File: config.mk
export PLATFORM = sky130hd
export DESIGN_NAME = trig_clk_phase_ctrl
export DESIGN_NICKNAME = d
export VERILOG_FILES = /design/src/rtl/trig_clk_pkg.sv /design/src/rtl/trig_clk_ps_watchdog.sv /design/src/rtl/trig_clk_phase_ctrl.sv
export SDC_FILE = /design/constraint.sdc
export NUM_CORES = 1
export LEC_CHECK = 0
export CAP_MARGIN = 25
export CORE_MARGIN = 2
export CORE_UTILIZATION = 45
export CTS_CLUSTER_SIZE = 40
export DETAILED_ROUTE_END_ITERATION = 10
export GPL_ROUTABILITY_DRIVEN = 0
export HOLD_SLACK_MARGIN = 0.08
export PLACE_DENSITY = 0.75
export SKIP_CTS_REPAIR_TIMING = 1
export SYNTH_ARGS = -nofsm -noshare
export SYNTH_HDL_FRONTEND = slang
export SYNTH_SLANG_ARGS = --single-unit
export TNS_END_PERCENT = 100
File: constraint.sdc
create_clock -name usb_clk -period 7.25 [get_ports usb_clk]
set_clock_uncertainty 0.1 [all_clocks]
set_input_delay 1.45 -clock usb_clk [delete_from_list [all_inputs] [get_ports usb_clk]]
set_output_delay 1.45 -clock usb_clk [all_outputs]
set_load 0.03 [all_outputs]
File: src/rtl/trig_clk_pkg.sv
// Shared definitions for the MMCM fine phase-shift controller: state encoding and default sizing.
package trig_clk_pkg;

  localparam int STEP_WIDTH_DEF     = 16;
  localparam int TIMEOUT_CYCLES_DEF = 255;

  typedef enum logic [1:0] {
    ST_IDLE  = 2'd0,
    ST_ISSUE = 2'd1,
    ST_WAIT  = 2'd2
  } state_e;

endpackage

File: src/rtl/trig_clk_ps_watchdog.sv
// psdone watchdog: counts cycles since the last psen and flags when the MMCM never answered.
module trig_clk_ps_watchdog
  import trig_clk_pkg::*;
#(
  parameter int pTIMEOUT_CYCLES = TIMEOUT_CYCLES_DEF
) (
  input  logic usb_clk,
  input  logic reset,
  input  logic clr,
  input  logic run,
  output logic expire
);

  localparam int CNT_W = $clog2(pTIMEOUT_CYCLES + 1);
  localparam logic [CNT_W-1:0] LAST = CNT_W'(pTIMEOUT_CYCLES - 1);

  logic [CNT_W-1:0] cnt_q, cnt_d;

  // The ISSUE cycle counts as elapsed cycle 1, so the state is IDLE exactly
  // pTIMEOUT_CYCLES cycles after psen.
  always_comb begin
    cnt_d = cnt_q;
    if (clr) begin
      cnt_d = CNT_W'(1);
    end else if (run && (cnt_q != LAST)) begin
      cnt_d = cnt_q + 1'b1;
    end
  end

  always_ff @(posedge usb_clk) begin
    if (reset) begin
      cnt_q <= '0;
    end else begin
      cnt_q <= cnt_d;
    end
  end

  assign expire = run && (cnt_q == LAST);

endmodule

File: src/rtl/trig_clk_phase_ctrl.sv
// Steps the MMCM fine phase shift one psen at a time until the applied offset reaches the target.
// Optional psdone watchdog is compiled in when TRIG_CLK_PS_TIMEOUT_EN is defined.
module trig_clk_phase_ctrl
  import trig_clk_pkg::*;
#(
  parameter int pSTEP_WIDTH     = STEP_WIDTH_DEF,
  parameter int pTIMEOUT_CYCLES = TIMEOUT_CYCLES_DEF
) (
  input  logic                   usb_clk,
  input  logic                   reset,
  input  logic [pSTEP_WIDTH-1:0] I_target,
  input  logic                   I_go,
  input  logic                   I_abort,
  input  logic                   I_locked,
  input  logic                   I_psdone,
  input  logic                   I_clear_error,
  output logic                   O_psen,
  output logic                   O_psincdec,
  output logic [pSTEP_WIDTH-1:0] O_current,
  output logic                   O_busy,
  output logic                   O_error
);

  state_e state_q, state_d;
  logic signed [pSTEP_WIDTH-1:0] target_q, target_d;
  logic signed [pSTEP_WIDTH-1:0] current_q, current_d;
  logic signed [pSTEP_WIDTH-1:0] tgt_in;
  logic psincdec_q, psincdec_d;
  logic abort_q, abort_d;
  logic error_q, error_d;
  logic err_set;
  logic go_eff;
  logic wd_expire;

  function automatic logic step_up(input logic signed [pSTEP_WIDTH-1:0] tgt,
                                   input logic signed [pSTEP_WIDTH-1:0] cur);
    return tgt > cur;
  endfunction

  // Two's-complement wrap at pSTEP_WIDTH is intentional.
  function automatic logic signed [pSTEP_WIDTH-1:0] step_next(
      input logic signed [pSTEP_WIDTH-1:0] cur, input logic up);
    return up ? cur + pSTEP_WIDTH'(1) : cur - pSTEP_WIDTH'(1);
  endfunction

  assign tgt_in = I_target;
  assign go_eff = I_go && !I_abort;

`ifdef TRIG_CLK_PS_TIMEOUT_EN
  trig_clk_ps_watchdog #(
    .pTIMEOUT_CYCLES(pTIMEOUT_CYCLES)
  ) u_watchdog (
    .usb_clk(usb_clk),
    .reset  (reset),
    .clr    (state_q == ST_ISSUE),
    .run    (state_q == ST_WAIT),
    .expire (wd_expire)
  );
`else
  assign wd_expire = 1'b0;
`endif

  always_comb begin
    state_d    = state_q;
    target_d   = target_q;
    current_d  = current_q;
    psincdec_d = psincdec_q;
    abort_d    = abort_q;
    err_set    = 1'b0;

    if (go_eff) begin
      target_d = tgt_in;
    end

    unique case (state_q)
      ST_IDLE: begin
        abort_d = 1'b0;
        if (go_eff) begin
          if (!I_locked) begin
            err_set = 1'b1;
          end else if (tgt_in != current_q) begin
            state_d    = ST_ISSUE;
            psincdec_d = step_up(tgt_in, current_q);
          end
        end
      end
      ST_ISSUE: begin
        if (!I_locked) begin
          state_d = ST_IDLE;
          abort_d = 1'b0;
          err_set = 1'b1;
        end else begin
          state_d = ST_WAIT;
          if (I_abort) abort_d = 1'b1;
        end
      end
      ST_WAIT: begin
        // Lock loss outranks a coincident psdone: the step is treated as lost.
        if (!I_locked) begin
          state_d = ST_IDLE;
          abort_d = 1'b0;
          err_set = 1'b1;
        end else if (I_psdone) begin
          current_d = step_next(current_q, psincdec_q);
          if (abort_q || I_abort || (current_d == target_d)) begin
            state_d = ST_IDLE;
            abort_d = 1'b0;
          end else begin
            state_d    = ST_ISSUE;
            psincdec_d = step_up(target_d, current_d);
          end
        end else if (wd_expire) begin
          state_d = ST_IDLE;
          abort_d = 1'b0;
          err_set = 1'b1;
        end else if (I_abort) begin
          abort_d = 1'b1;
        end
      end
      default: begin
        state_d = ST_IDLE;
        abort_d = 1'b0;
      end
    endcase

    if (err_set) begin
      error_d = 1'b1;
    end else if (I_clear_error) begin
      error_d = 1'b0;
    end else begin
      error_d = error_q;
    end
  end

  always_ff @(posedge usb_clk) begin
    if (reset) begin
      state_q    <= ST_IDLE;
      target_q   <= '0;
      current_q  <= '0;
      psincdec_q <= 1'b0;
      abort_q    <= 1'b0;
      error_q    <= 1'b0;
    end else begin
      state_q    <= state_d;
      target_q   <= target_d;
      current_q  <= current_d;
      psincdec_q <= psincdec_d;
      abort_q    <= abort_d;
      error_q    <= error_d;
    end
  end

  assign O_psen     = (state_q == ST_ISSUE);
  assign O_psincdec = psincdec_q;
  assign O_current  = current_q;
  assign O_busy     = (state_q != ST_IDLE);
  assign O_error    = error_q;

endmodule
**Word level (Yosys, flattened, before mapping)**

Cells that the tools add are included.

- Register bits after elaboration: 37
- Bits of input ports: 23
- Output and inout port bits: 20
- Logic and storage cells: 62

- $add $sub $neg: 2
- Magnitude comparators: 2
- Eq/ne operators: 12
- Mux-type cells: 28
- Reduce and logical (&&, ||, !) cells: 12

Operator list:

| operator | count |
|---|---|
| greater-than comparator 16 bit | 2 |
| 2-to-1 mux 16 bit | 2 |
| adder 16 x 2 -> 16 bit (second input constant) | 1 |
| equality test 16 bit | 1 |
| 2-to-1 mux 1 bit | 16 |
| != test 16 bit | 1 |
| subtractor 16 x 2 -> 16 bit (second input constant) | 1 |
| 2-to-1 mux 2 bit | 6 |
| != test 2 bit (second input constant) | 6 |
| AND reduction 7 bit | 1 |
| one-hot mux 1 bit (2 select lines) | 3 |
| one-hot mux 2 bit (3 select lines) | 1 |
| nonzero test 2 bit | 3 |
| != test 4 bit (second input constant) | 1 |
| AND reduction 4 bit | 1 |
| != test 3 bit (second input constant) | 1 |
| AND reduction 3 bit | 1 |
| equality test 2 x 1 -> 1 bit (second input constant) | 1 |
| equality test 2 bit (second input constant) | 1 |
| zero test 2 bit | 1 |
| logical OR 1 bit | 2 |
| OR reduction 2 bit | 1 |
| logical AND 1 bit | 1 |
| zero test 1 bit | 1 |

**Longest topological paths before layout**

Gate-level depths: netlist of the first run.

- Word-level depth: 9
- Gate-level depth with buffers: 16
- Depth with buffers taken out: 15

**Least setup slack after synthesis of the first run**

No wires, ideal clock.

- Path kind: register to register
- Start point: register psincdec_q, in the netlist O_psincdec
- End point: register psincdec_q, in the netlist O_psincdec
- Setup time: 0.087 ns
- Data arrival time: 3.707 ns
- Data required time: 7.063 ns
- Setup slack: 3.356 ns
- Stages on the path, launching flop included: 16
- Buffers on the path: 0
- Clock period less this slack: 3.894 ns
- Path through: dfxtp_1 -> inv_1 -> fa_1 -> a21o_1 -> a21oi_2 -> o31ai_4 -> a31oi_1 -> nor2b_1 -> xor2_1 -> ha_1 -> and4_1 -> nand4_1 -> a32oi_1 -> or3_1 -> o31a_1 -> o31ai_1

- Longest elaborated chain between the ends: 6
- Elaborated cells between the ends (all ways): 10
- Classes of those cells: order compare (1); eq/ne (2); mux (5); reduce/logical (2)

Ends and longest elaborated chain:

| element | line | RTL |
|---|---|---|
| from (decl) | trig_clk_phase_ctrl.sv:28 | `logic psincdec_q, psincdec_d;` |
| from (signal assigned) | trig_clk_phase_ctrl.sv:147 | `psincdec_q <= psincdec_d;` |
| 2-to-1 mux 16 bit * | trig_clk_phase_ctrl.sv:43 | `return up ? cur + pSTEP_WIDTH'(1) : cur - pSTEP_WIDTH'(1);` |
| greater-than comparator 16 bit | trig_clk_phase_ctrl.sv:37 | `return tgt > cur;` |
| 2-to-1 mux 1 bit | trig_clk_phase_ctrl.sv:105 | `if (abort_q \|\| I_abort \|\| (current_d == target_d)) begin` |
| 2-to-1 mux 1 bit | trig_clk_phase_ctrl.sv:103 | `end else if (I_psdone) begin` |
| 2-to-1 mux 1 bit | trig_clk_phase_ctrl.sv:99 | `if (!I_locked) begin` |
| one-hot mux 1 bit (2 select lines) | trig_clk_phase_ctrl.sv:75 | `unique case (state_q)` |

Mark *: on every way between the ends. The rest lies on a longest branch, timed or not. The select of a mux whose other input is x is not followed.
A chain may end at the register's enable or synchronous reset.

**Worst setup path after layout of the first run**

Ends and elaborated chain as after synthesis.

==> metrics.md, run 1 <==
| Metric | Value |
|---|---|
| Final setup margin | 2.89 ns |
| Hold EP | target_q[0] |
| Gate power share | a little over two fifths |
| Std cell rows | 30 |
| Global route overflow | 0 |
| Total number of yosys warnings | 0 |
| Vias in the first global route | around 2.7k |
| Setup_tns | 0 ns |
| CP Max Fanout | 17 |
| Synth area leaders | dfxtp_1 (24%), ha_1 (20%), mux2_2 (5.8%), and2_1 (4.2%), a21oi_1 (4.2%) |
| Die Ht | 87.4 µm |
| Total CTS buffers | 5 |
| CP Capture Type | flop |
| Total global-route track usage | 20.7% |
| Routed vias | 2788 |
| Top Ports | 43 |
| Setup violators final | 0 |
| Synthesized flop and latch total | 37 |
| Worst setup SP type | flop |
| Yosys top cell by area | dfxtp_1 |
| DR iter-0 viols | 117 |
| H-tree lvl count | 2 |
| First-pass detailed-route iteration total | 4 |
| Max-slew violations | 0 |
| Peak VDD IR | 0.103 mV |
| Syn Area/Cell | 8.62 µm² |
| Leakage | 1.58 nW |
| Layout cell share with drive strength beyond 1 | 7.94% |
| Slowest stage cell, crit path | fa_1 |
| Worst Path Buf+Inv | 1 |
| WHS | 0.402 ns |
| Seq pwr share | 34.4% |
| Status | finished, final reports clean |
| Slew HR | 36.8% |
| Net Count, Synth | ~440 |
| Detailed Place HPWL | 5890 µm |
| Clock Power Share | approximately a quarter |
| FILL cells | 631 |
| RSZ-0062 raised after global routing | false |
| Width of the die | 87.4 µm |
| Initial antenna violation count | 0 |
| Dpl ws | 2.83 ns |
| CTS Root Cell | clkbuf_8 |
| Cells along the critical path | inv_1 -> fa_1 -> a21o_1 -> a21oi_2 -> o31ai_4 -> a31oi_1 -> nor2b_1 -> xor2_1 -> ha_1 -> and4_1 -> nand4_1 -> a32oi_1 -> or3_1 -> o31a_1 -> o31ai_1 |
| Area grow syn2layout | 18.1% |
| Commonest cells after routing, fill and taps aside | ha_1 (50), clkdlybuf4s50_1 (42), dfxtp_1 (37) |
| Total power | 0.635 mW |
| Worst reg2reg setup slack | 2.89 ns |
| Pin count of the biggest net entering global routing | 27 |
| Clock Path Buffers | 2 |
| Commonest non-fill, non-tap cell in the layout | ha_1 |
| Initial Util | between 40% and 50% |
| Diode count | 0 |
| Largest delay contributor family on the critical path | compound AO/OA/AOI/OAI gates |
| Hold Startpoint | target_q[0] |
| Final worst-path cycle share | ~60% |
| Drt wl/cell | ~16 µm |
| CTS clk-pin slew, worst paths | 0.07 ns |
| Internal power | 0.392 mW |
| Tmin final | 4.36 ns |
| Syn Inst Count | between 300 and 400 |
| Switching Share | 38.2% |
| Fmax | about 0.23 GHz |
| Post-layout nets | between 400 and 500 |
| Synth top area share | 23.7% |
| Worst hold path type | flop to flop |
| Seq/Total Area, Yosys | 23.7% |
| Net switching power | 0.243 mW |
| CP arrival | 4.47 ns |
| DR vias/cell | ~5.8 |
| Post-Route WL | ~7700 µm |
| Reg-to-reg startpoint | O_psincdec |
| Synth cell types | 53 |
| Reg2reg end | O_psincdec |
| Measured slew at the worst slew-check pin | 0.945 ns |
| DRC | 0 |
| Critical path's largest stage delay | 0.58 ns |
| Worst endpoint required time | between 7 and 8 ns |
| Synth Flop Type | dfxtp_1 |
| DRT antenna net count | 0 |
| Skew-Pair Late Insertion Delay | 0.30 ns |
| Mapped Area | 3130 µm² |
| Core Footprint | 6760 µm² |
| Die ar. | around 7600 µm² |
| Worst hold stages | 2 |
| FF-to-FF path depth | 15 |
| Levels on crit path | 15 |
| CTS tree | built |
| # clock sinks | 37 |
| Hold Violations, Final | 0 |
| First-pass GRT wire length | 12400 µm |
| CP Class | flop to flop |
| Fraction of registers with async set/reset | 0% |
| IO Port Bufs | between 40 and 50 |
| Post-synth EDFFs | 0 |
| Pwr dens | 172 nW/µm² |
| MaxCap Viol Count | 0 |
## flip-flops by register name, indices dropped and copies added (netlist names)
register	count
O_psincdec	1
target_q	16
state_q	2
O_current	16
O_error	1
abort_q	1
## cells by family (layout without fill, tap and decap cells)
group / Yosys count / in the layout / share of synthesized area (%)
compound gates: 86 / 86 / 19.0
xor+xnor: 16 / 16 / 4.92
fa+ha+maj: 51 / 51 / 20.6
buf+inv: 37 / 77 / 4.64
flops: 37 / 37 / 23.7
mux: 22 / 22 / 7.72
simple gates: 114 / 114 / 19.5
## per-stage QoR
| step | util, % | std cells | area [µm²] |
|---|---|---|---|
| after floorplan | - | 363 | 3130 |
| after global placement | 53.5 | 475 | 3610 |
| after detailed placement | 53.5 | 475 | 3610 |
| after CTS | 54.7 | 483 | 3700 |
| after global routing | 54.7 | 483 | 3700 |
| final | 54.7 | 483 | 3700 |
## cells in the mapped netlist, types with 2 or more instances
master and count:
nand4_1 8, o21ai_1 3, nand2_1 24, a21oi_2 2, a21o_1 11, and3_1 4, and4_1 4, nor2_1 20
a31oi_1 5, o2111ai_1 2, or3_1 2, o21bai_1 2, buf_2 5, nor4b_1 4, xnor2_1 6, o211ai_1 5
a211oi_1 5, o31ai_1 2, xor2_1 9, nor3_1 6, nand3_1 9, and2_1 21, o21ai_0 8, nor2b_1 5
or4_1 2, dfxtp_1 37, o21a_1 4, a21oi_1 26, ha_1 50, mux2i_1 5, clkbuf_1 6, inv_1 25
mux2_2 16
## per-layer routing
| metal | up-vias | part of all wire [%] | track usage [%] | routed length, µm |
|---|---|---|---|---|
| li1 | 1399 | - | - | - |
| met1 | 1298 | 46 | 25.5 | 3500 |
| met2 | 72 | 47 | 35.7 | 3600 |
| met3 | 19 | 4.7 | 3.51 | 360 |
| met4 | 0 | 2.6 | 7.83 | 201 |
| met5 | - | 0 | 0 | 0 |
## worst reg2reg max path, delay by kind of cell (launching register included)
kind                       cells  cell delay [ns]
AOI/OAI and AO/OA              7             1.36
xor gates and xnor gates       1             0.21
adders and majority gates      2             0.87
buffers and inverters          1             0.35
DFF                            1             0.39
and+or+nand+nor                4             1.00
## cell type report
type                            count  area [µm²]  share of cell area [%]
Tap cell                           80         100                    2.71
Sequential cell                    37         741                    20.0
Clock buffer                        6        72.6                    1.96
Inverter                           25        93.8                    2.54
Clock inverter                      2        10.0                   0.271
Timing Repair Buffer               44         435                    11.8
Multi-Input combinational cell    289        2240                    60.7
## power by group through the flow
stage	clock (mW)	sequential, mW	combinational (mW)
after floorplan	0	0.228	0.187
after global placement	0	0.223	0.259
after detailed placement	0	0.223	0.267
after CTS	0.149	0.219	0.268
after global routing	0.159	0.220	0.298
final	0.148	0.218	0.268
## worst max path at each step
stage                       endpoint  slack [ns]        from
after CTS                 O_psincdec        2.89  O_psincdec
after global routing      O_psincdec        2.60  O_psincdec
final                     O_psincdec        2.89  O_psincdec
after floorplan           O_psincdec        3.36  O_psincdec
after global placement    O_psincdec        2.91        I_go
after detailed placement  O_psincdec        2.83        I_go
No activity file was read; power rests on OpenSTA's default activity.
==> inputs of run 2 (changes only) <==
PLACE_DENSITY = 0.77   (was 0.75)
clock period = 3.49 ns   (was 7.25 ns; I/O delays follow)
==> metrics.md, run 2 (synthesis gave the netlist of run 1 again) <==
| Metric | Value |
|---|---|
| Area grow syn2layout | 36.4% |
| Total global-route track usage | 23.1% |
| Measured slew at the worst slew-check pin | 0.685 ns |
| Vias in the first global route | 3047 |
| Commonest non-fill, non-tap cell in the layout | buf_4 |
| Post-layout nets | 522 |
| Skew-Pair Late Insertion Delay | 0.30 ns |
| Pwr dens | 363 nW/µm² |
| Total CTS buffers | 5 |
| Tmin final | 3.54 ns |
| Initial Util | 46.3% |
| Leakage | roughly 1.8 nW |
| Seq pwr share | between 20% and 30% |
| Die Ht | 87.4 µm |
| CP Capture Type | flop |
| CP Class | flop to flop |
| DRC | 0 |
| Worst hold path type | flop to flop |
| Final worst-path cycle share | 102% |
| Max-slew violations | 0 |
| Routed vias | 3034 |
| CTS tree | built |
| Die ar. | 7640 µm² |
| Pin count of the biggest net entering global routing | 27 |
| First-pass detailed-route iteration total | 4 |
| Dpl ws | -0.114 ns |
| Hold Violations, Final | 0 |
| Peak VDD IR | 0.250 mV |
| CP Max Fanout | 12 |
| Dpl cells | between 500 and 600 |
| Slew HR | 54.2% |
| Initial antenna violation count | 0 |
| Clock Power Share | 22.1% |
| Detailed Place HPWL | roughly 6500 µm |
| Clock Path Buffers | 2 |
| DR vias/cell | 5.74 |
| Post-Route WL | ~8500 µm |
| Fin cells | 529 |
| DRT antenna net count | 0 |
| Top Ports | 43 |
| Failing checks | negative setup slack |
| DR iter-0 viols | 99 |
| First-pass GRT wire length | 13900 µm |
| # clock sinks | 37 |
| Worst endpoint required time | 3.60 ns |
| Final setup margin | -0.0546 ns |
| Switching Share | 36.1% |
| CTS Root Cell | clkbuf_8 |
| H-tree lvl count | 2 |
| MaxCap Viol Count | 0 |
| Diode count | 0 |
| Core Footprint | 6760 µm² |
| Global route overflow | 0 |
| Setup violators final | 1 |
| Std cell rows | 30 |
| Fmax | 0.282 GHz |
| IO Port Bufs | 42 |
| Layout cell share with drive strength beyond 1 | 23.2% |
| FILL cells | 576 |
| Width of the die | 87.4 µm |
| Drt wl/cell | 16.2 µm |
| RSZ-0062 raised after global routing | true |
| Commonest cells after routing, fill and taps aside | buf_4 (47), ha_1 (42), clkdlybuf4s50_1 (42) |
| CTS clk-pin slew, worst paths | 0.08 ns |
| Worst setup SP type | flop |
| Internal power | 0.990 mW |
| Net switching power | roughly 0.56 mW |
| Gate power share | 48.5% |
| CP arrival | 3.65 ns |
| Status | finished, violations left |
## run 2: changes by cell type in the layout (fill, tap and decap cells not counted), sizes merged
cell,previous run,this run
clkbuf,6,7
clkinvlp,0,1
clkinv,2,1
buf,2,48
inv,25,24
## run 2: cell type report
cell class                      instances  area [µm²]  area share [%]
Sequential cell                        37         744            17.4
Inverter                               25        97.6            2.29
Clock inverter                          1        5.00           0.117
Multi-Input combinational cell        289        2430            57.0
Clock buffer                            7        96.3            2.26
Tap cell                               80         100            2.34
Timing Repair Buffer                   90         793            18.6
## run 2: metal layers
metal | up-vias | global-route usage (%) | wire, µm | share of wire [%]
met3 | 17 | 4.83 | 372 | 4.4
met4 | 0 | 8.95 | 191 | 2.2
met1 | 1457 | 27.6 | 3620 | 42
met2 | 75 | 40.3 | 4370 | 51
met5 | - | 0 | 0 | 0
li1 | 1485 | - | - | -
## run 2: per-stage QoR
step	hold slack (ns)	power (mW)	area [µm²]	TNS (ns)	utilization (%)
floorplan	0.361	0.873	3170	-0.0493	-
global placement	0.375	1.13	4000	-0.0153	59.2
detailed placement	0.384	1.14	4000	-0.114	59.2
CTS	0.406	1.49	4100	-0.137	60.7
global route	0.450	1.65	4270	-0.234	63.2
finish	0.402	1.55	4270	-0.0546	63.2
## run 2: worst paths after layout
path / cells after the start / from / end / slack (ns)
setup / recovery: 16 / O_psincdec / O_psincdec / -0.05
hold / removal: 2 / O_error / O_error / 0.40
setup reg to reg: 16 / O_psincdec / O_psincdec / -0.05
hold reg to reg: 2 / O_error / O_error / 0.40
## run 2: power groups by stage
stage | Sequential (mW) | Combinational [mW] | Clock (mW)
6_report | 0.455 | 0.750 | 0.342
5_1_grt | 0.457 | 0.820 | 0.370
4_1_cts | 0.454 | 0.684 | 0.354
3_5_place_dp | 0.465 | 0.678 | 0
3_3_place_gp | 0.463 | 0.664 | 0
2_1_floorplan | 0.476 | 0.397 | 0
## run 2: critical path, stage by stage, from the launching register on
cell and delay (ns):
dfxtp_4 0.36, clkinvlp_4 0.08, buf_12 0.16, ha_4 0.26, a2111oi_4 0.35, o21ai_2 0.14
a21oi_2 0.25, nor2_2 0.08, nor2_1 0.11, xor2_1 0.17, ha_1 0.26, and4_4 0.20
nand4_1 0.15, a32oi_2 0.14, or3_1 0.33, o31a_1 0.24, o31ai_1 0.06
==> variant: new RTL, config.mk and constraints of run 1 <==
Re-encode `state_e` (3 states) as one-hot, 3 bits wide.
--- a/src/rtl/trig_clk_pkg.sv
+++ b/src/rtl/trig_clk_pkg.sv
@@ -4,10 +4,10 @@
   localparam int STEP_WIDTH_DEF     = 16;
   localparam int TIMEOUT_CYCLES_DEF = 255;
 
-  typedef enum logic [1:0] {
-    ST_IDLE  = 2'd0,
-    ST_ISSUE = 2'd1,
-    ST_WAIT  = 2'd2
+  typedef enum logic [2:0] {
+    ST_IDLE  = 3'b001,
+    ST_ISSUE = 3'b010,
+    ST_WAIT  = 3'b100
   } state_e;
 
 endpackage
Function: no difference found for any inputs over 10 cycles, from zero or initial values and one cycle with reset high; not proved beyond that.
==> variant against run 1 <==
  * Area after synthesis decreased by 0.72%
  * Routed wire length down 0.98%
  * Global-route usage grew 0.074 points
  * Setup slack better by 0.035 ns
  * Final area down 0.81%
  * Via count shrank 2.5%
  * Sequential cell count is 1 higher
  * First-iteration DRC count is 38% higher
  * Cell count is 0.62% lower
Power is not compared: it rests on default switching activity, and its combinational part moved more than twofold at a synthesized area within 25%.
==> variant: results (changes against run 1) <==
.. list-table::
   :header-rows: 1

   * - Metric
     - Value
   * - Status
     - complete, no violations
   * - Total Nets Final
     - 469 (-1.5%)
   * - Cell count after synthesis
     - 364 (+0.28%)
   * - Initial antenna violation count
     - 0 (unchanged)
   * - CP Data Arrival Time
     - 4.42 ns (-0.05 ns)
   * - Hold Crit Class
     - reg2reg
   * - CP top delay family
     - compound AO/OA/AOI/OAI gates
   * - Largest fanout on the critical path
     - 16 (-1)
   * - Most instantiated cells after synthesis
     - ha_1, dfxtp_1, a21oi_1
   * - Total length of routed wires
     - 7580 um (-0.98%)
   * - Post-place setup slack
     - 2.83 ns (+0.00297 ns)
   * - Slew Limit Headroom
     - 54.0% (+17 points)
   * - Overall track demand over capacity in global routing
     - 20.8% (+0.074 points)
   * - Crit-path slowest cell
     - ha_1
   * - Synthesis Warnings
     - 0 (unchanged)
   * - Avg Vias per Cell
     - 5.66 (-1.9%)
   * - Share of layout cells above drive strength 1
     - 8.50% (+0.56 points)
   * - Global-route wire length before repair
     - 12400 um (-0.28%)
   * - Leakage power total
     - ~1.6 nW
   * - Dpl hpwl
     - 5820 um (-1.2%)
   * - Depth of the CTS H-tree
     - 2 (unchanged)
   * - Vias in the first global route
     - 2645 (-1.5%)
   * - Number of buffers added by the clock tree synthesis step
     - 5 (unchanged)
   * - Pin count of the biggest net entering global routing
     - 45 (+67%)
   * - N_diodes
     - 0 (unchanged)
   * - Post-synthesis net count
     - 434 (-0.69%)
   * - Placed instance count
     - 472 (-0.63%)
   * - Unique masters post-synth
     - 57 (+7.5%)
   * - Fill count
     - 641 (+1.6%)
   * - Buffer depth of the longest clock path
     - 2 (unchanged)
   * - CP max stage delay
     - 0.48 ns (-0.10 ns)
   * - Placed cell area
     - 3570 um2 (-1.2%)
   * - Initial DRC Count
     - 161 (+38%)
   * - Top area cells in the synthesized netlist
     - dfxtp_1, ha_1, mux2_2, nor2b_1, a21oi_1
   * - Buffers added on ports
     - 42 (unchanged)
   * - Post-synthesis async set-or-reset flop share
     - 0% (unchanged)
   * - Part of the Yosys area used for sequential elements
     - 24.5% (+0.82 points)
   * - Clock transition at the register clock pins on the worst setup and hold paths after CTS
     - ~0.08 ns
   * - Routed vias
     - 2717 (-2.5%)
==> variant: cell types whose count changed after synthesis, sizes merged, moves of 4 or more <==
cell / delta
o21ai: +10
nor2: +4
nor2b: +18
and2: -20
ha: -4
a21oi: -4
or3: +4
nor3: -4
==> variant: cell families (layout without fill, tap and decap cells) <==
kind of cell | after synthesis | in the layout | share of synthesized area (%)
compound gates | 87 | 87 | 18.6
xor+xnor | 15 | 15 | 4.23
fa+ha+maj | 47 | 47 | 19.2
buf+inv | 39 | 75 | 5.07
flops | 38 | 38 | 24.5
mux | 22 | 22 | 7.73
simple gates | 116 | 116 | 20.7
==> variant: final timing paths <==
kind | from | endpoint | slack (ns) | depth (start not counted)
max | O_psincdec | O_psincdec | 2.93 | 13
min | O_error | O_error | 0.39 | 2
max reg2reg | O_psincdec | O_psincdec | 2.93 | 13
min reg2reg | O_error | O_error | 0.39 | 2
==> variant: layout make-up <==
class | count | area (um2) | share of cell area [%]
Timing Repair Buffer | 44 | 435 | 11.9
Multi-Input combinational cell | 287 | 2190 | 59.7
Inverter | 23 | 86.3 | 2.35
Clock buffer | 6 | 82.6 | 2.25
Clock inverter | 2 | 12.5 | 0.341
Sequential cell | 38 | 761 | 20.8
Tap cell | 80 | 100 | 2.73
==> variant: layer usage <==
layer	up-vias	track usage, %	share of wire [%]
met3	12	3.89	5.2
met4	0	8.53	2.5
met2	70	32.8	46
met5	-	0	0
li1	1394	-	-
met1	1241	27.8	46
==> variant: report_power, final <==
part           total (mW)  switching [mW]  internal [mW]
sequential          0.216         0.00224          0.214
combinational      0.0954          0.0507         0.0447
clock               0.159          0.0828         0.0766
